## src/rtl/stopwatch_ctrl.sv

```systemverilog
// stopwatch_ctrl: run/pause/clear/lap control with 10 ms prescaler and BCD mm:ss.cc counter
module stopwatch_ctrl #(
    parameter int TICK_CNT = 500_000
) (
    input  logic       clk,
    input  logic       rst,
    input  logic       key_ss,
    input  logic       key_clr,
    input  logic       key_lap,
    output logic       running,
    output logic       lap_hold,
    output logic       wrap,
    output logic [3:0] d_m1,
    output logic [3:0] d_m0,
    output logic [3:0] d_s1,
    output logic [3:0] d_s0,
    output logic [3:0] d_c1,
    output logic [3:0] d_c0
);
    localparam int PW = $clog2(TICK_CNT);
    localparam logic [1:0] IDLE = 2'd0, RUN = 2'd1, PAUSE = 2'd2;
    // digit limits, packed {m1, m0, s1, s0, c1, c0}
    localparam logic [23:0] LIMS = {4'd5, 4'd9, 4'd5, 4'd9, 4'd9, 4'd9};

    logic [1:0]    state;
    logic [PW-1:0] pre;
    logic [23:0]   live, lap, disp, live_inc, live_nxt;
    logic          tick, cy;

    assign tick     = state == RUN && pre == PW'(TICK_CNT - 1);
    assign live_nxt = tick ? live_inc : live;
    assign running  = state == RUN;
    assign {d_m1, d_m0, d_s1, d_s0, d_c1, d_c0} = disp;

    always_comb begin
        cy = 1'b1;
        live_inc = live;
        for (int i = 0; i < 6; i++) begin
            live_inc[i*4 +: 4] = cy ? (live[i*4 +: 4] == LIMS[i*4 +: 4] ? 4'd0 : live[i*4 +: 4] + 4'd1) : live[i*4 +: 4];
            cy = cy && live[i*4 +: 4] == LIMS[i*4 +: 4];
        end
    end

    always_ff @(posedge clk) begin
        if (rst) begin
            state    <= IDLE;
            pre      <= '0;
            live     <= '0;
            lap      <= '0;
            disp     <= '0;
            lap_hold <= 1'b0;
            wrap     <= 1'b0;
        end else begin
            wrap <= tick && cy;
            disp <= lap_hold ? lap : live;
            live <= live_nxt;
            if (state == RUN)
                pre <= tick ? '0 : pre + PW'(1);
            case (state)
                IDLE: if (key_ss) state <= RUN;
                RUN: begin
                    if (key_ss) begin
                        state    <= PAUSE;
                        lap_hold <= 1'b0;
                    end else if (key_lap) begin
                        lap_hold <= !lap_hold;
                        // capture includes any increment made at this same edge
                        if (!lap_hold) lap <= live_nxt;
                    end
                end
                PAUSE: begin
                    if (key_clr) begin
                        state <= IDLE;
                        pre   <= '0;
                        live  <= '0;
                        lap   <= '0;
                    end else if (key_ss) begin
                        state <= RUN;
                    end
                end
                default: state <= IDLE;
            endcase
        end
    end
endmodule
```

## config.mk

```make
export PLATFORM = sky130hd
export DESIGN_NAME = stopwatch_ctrl
export DESIGN_NICKNAME = d
export VERILOG_FILES = /design/src/rtl/stopwatch_ctrl.sv
export SDC_FILE = /design/constraint.sdc
export NUM_CORES = 1
export LEC_CHECK = 0
export CAP_MARGIN = 20
export CORE_MARGIN = 5
export CORE_UTILIZATION = 57
export DETAILED_ROUTE_END_ITERATION = 10
export GPL_TIMING_DRIVEN = 1
export PLACE_DENSITY = 0.89
export SLEW_MARGIN = 20
export SYNTH_ARGS = -nofsm -noshare
export SYNTH_HDL_FRONTEND = slang
export SYNTH_SLANG_ARGS = --single-unit
```

## constraint.sdc

```tcl
create_clock -name clk -period 2.7 [get_ports clk]
set_input_delay 0.405 -clock clk [delete_from_list [all_inputs] [get_ports clk]]
set_output_delay 0.405 -clock clk [all_outputs]
set_load 0.01 [all_outputs]
```

==> summary.txt <==
Status
  • Outcome: completed

Floorplanning
  • Initial Utilization: 0.5873
  • Row cnt: 30
  • Die area: 0.008773 mm^2
  • Die Y-Extent: 93.67 um
  • Core area: 0.006794 mm^2
  • Die Wd: 93.67 um
  • IO Count: 32

Route
  • Met1 WL: 3688 um
  • Remaining DRCs: 0
  • Met2 wire length: 4189 um
  • Antenna Nets Post-Route: 0
  • Top Metal Used: met4
  • Initial DRC count: 141
  • WL met3: 267 um
  • Routed WL: 8376 um
  • Via-per-instance ratio: 5.523
  • Drt first pass iters: 4
  • Routed wire length per instance: 14.54 um
  • Total number of vias: 3181

STA
  • Least-Margin Pin Slew: 706.1 ps
  • # setup viols final: 0
  • Slew HR: 0.5249
  • Final min period: 2408 ps
  • Setup_tns: 0 ps
  • Final period util: 0.8919
  • Setup Skew: 13.48 ps
  • Unrepaired setup endpoints after global routing: false
  • Hold Fails Final Rpt: 0
  • Max Clk Rate: 0.4153 GHz
  • Final Max Slew Viols: 0

Worst setup path
  • R2r setup slk: 290 ps
  • Worst setup SP type: register
  • Crit path DAT: 2660 ps
  • Req. time, crit path: 2960 ps
  • Crit-path max FO: 15
  • Setup CP Type: register to register
  • Reg2reg path depth: 7
  • R2r endpoint: lap[21]
  • CP endpoint kind: register
  • FF-to-FF Start: live[0]

GRT
  • Largest net degree at the start of global routing: 27
  • Global-route wire length before repair: 14230 um
  • Initial antenna violation count: 0
  • Total track usage: 0.2040
  • GRT Residual Overflow: 0
  • Vias in the first global route: 3055

Layout
  • Register area: 0.001902 mm^2
  • Multi-input gate area: 0.001938 mm^2
  • Area delta synth->final: 14.71%
  • FILL cells: 517
  • Post-Layout Inst Area: 0.004577 mm^2
  • Share of cells above drive strength 1: 0.07708
  • Nets: 483
  • Total inserted antenna cells: 0

Clocking
  • Clk root buf: clkbuf_8
  • Worst-Skew Late Latency: 370 ps
  • Htree depth: 3
  • CTS Sinks: 95
  • Worst-path clk slew: 100 ps
  • Number of post-CTS setup repair buffers: 0
  • Total clock buffers created by CTS: 9
  • CTS tree: yes
  • Hold buffer count at cts: 0
  • CTS-repair resized insts: 0
  • Clock tree buffer depth: 2

Pwr
  • Total power: 2.399 mW
  • Peak supply drop: 0.2427 mV
  • P per Cell Area: 524.2 mW/mm^2
  • Leakage: 1.516 nW

Flow run
  • Max cap viols: 0

Logic synthesis
  • Synth Area per Inst: 8.887 um^2
  • Syn Nets: 457
  • Mapped cell area: 0.003990 mm^2
  • Dominant synthesized flop cell: dfxtp_1
  • Post-synth EDFFs: 0
  • Post-synthesis sequential area ratio: 0.4766
  • Cell variety after synth: 52
  • Seq cells post-synth: 95
  • Synth Instances: 449
  • Synth Warn #: 0
  • Ys async rst share: 0

Hold path
  • Hold Path Class: register to register
  • HP Start: lap[23]
  • Worst hold endpoint: lap[23]
  • Hold Crit Depth: 2

Placed design
  • Final HPWL DP: 5666 um
  • GP Congestion: 0.8458
  • Placed Instance Area: 0.004390 mm^2
  • IO buf count: 31
==> cell families (layout without fill, tap and decap cells) <==
group / after synthesis / in the layout / synth area share
simple gates: 203 / 203 / 0.2600
flops: 95 / 95 / 0.4766
compound gates: 54 / 54 / 0.08185
buf+inv: 37 / 68 / 0.03763
mux: 29 / 29 / 0.07306
xor+xnor: 28 / 28 / 0.06146
fa+ha+maj: 3 / 3 / 0.009408
==> synth_stat cells (10+ instances only) <==
library cell | number | area (um^2)
xor2_1 | 12 | 105.1
inv_1 | 10 | 37.54
a21oi_1 | 12 | 60.06
nand3_1 | 18 | 90.09
mux2i_1 | 28 | 280.3
nor4_1 | 14 | 87.58
nand2_1 | 37 | 138.9
nor2_1 | 81 | 304.0
dfxtp_1 | 95 | 1902
xnor2_1 | 16 | 140.1
o21ai_0 | 19 | 95.09
clkbuf_1 | 18 | 67.56
==> routing by layer <==
metal,vias to the layer above,global-route usage
li1,1602,-
met1,1494,0.2427
met2,64,0.3460
met3,21,0.03606
met4,0,0.1155
met5,-,0
==> registers in the layout, summed over array words and instances (netlist names), named ones only <==
register	count
disp	24
lap	24
live	20
pre	19
state	2
lap_hold	1
wrap	1
==> layout by cell type (no fill, tap or decap), types with 10 or more instances in the layout <==
cell type and count:
xor2_1 12, dfxtp_1 95, mux2i_1 28, nor2_1 81, nand2_1 37, xnor2_1 16
buf_4 11, nor4_1 14, a21oi_1 12, inv_1 10, o21ai_0 19, clkdlybuf4s50_1 31
nand3_1 18
==> report_power, final <==
| part | leakage (nW) | internal, mW | switching, mW | total [mW] |
|---|---|---|---|---|
| registers | 0.765 | 1.41 | 0.00702 | 1.41 |
| logic | 0.658 | 0.0354 | 0.0648 | 0.100 |
| clock network | 0.0927 | 0.354 | 0.532 | 0.886 |
| total | 1.52 | 1.80 | 0.604 | 2.40 |
==> worst max-delay path by stage <==
| stage | from | endpoint | slack [ps] | cells past startpoint |
|---|---|---|---|---|
| after detailed placement | live[0] | lap[21] | 340 | 7 |
| after global placement | live[0] | lap[21] | 410 | 7 |
| after global routing | live[0] | wrap | 130 | 6 |
| final | live[0] | lap[21] | 290 | 7 |
| after CTS | live[0] | lap[21] | 310 | 7 |
| after floorplan | live[0] | lap[21] | 530 | 7 |
==> layout make-up <==
cell class / instances / share of cell area
clock buffers: 9 / 0.02706
clock inverters: 7 / 0.01367
inverters: 10 / 0.008201
multi-input cells: 317 / 0.4235
flip-flops and latches: 95 / 0.4155
well taps: 96 / 0.02624
repair buffers: 42 / 0.08584
==> worst max-delay path: stages (launching register included) <==
cell      delay [ps]
dfxtp_1          430
ha_1             210
nand4b_1         130
or4_1            520
buf_4            200
or4_1            510
mux2i_1          220
o21ai_1           80
==> metrics by stage <==
| stage | cells | hold WS, ps | util | setup slack (ps) |
|---|---|---|---|---|
| after detailed placement | 560 | 441.4 | 0.6462 | 336.7 |
| after floorplan | 449 | 424.8 | - | 531.8 |
| after global routing | 576 | 465.6 | 0.6737 | 132.6 |
| after CTS | 576 | 455.3 | 0.6737 | 310.4 |
| final | 576 | 454.9 | 0.6737 | 291.8 |
| after global placement | 560 | 434.8 | 0.6462 | 409.7 |
No activity file was read; power rests on OpenSTA's default activity.
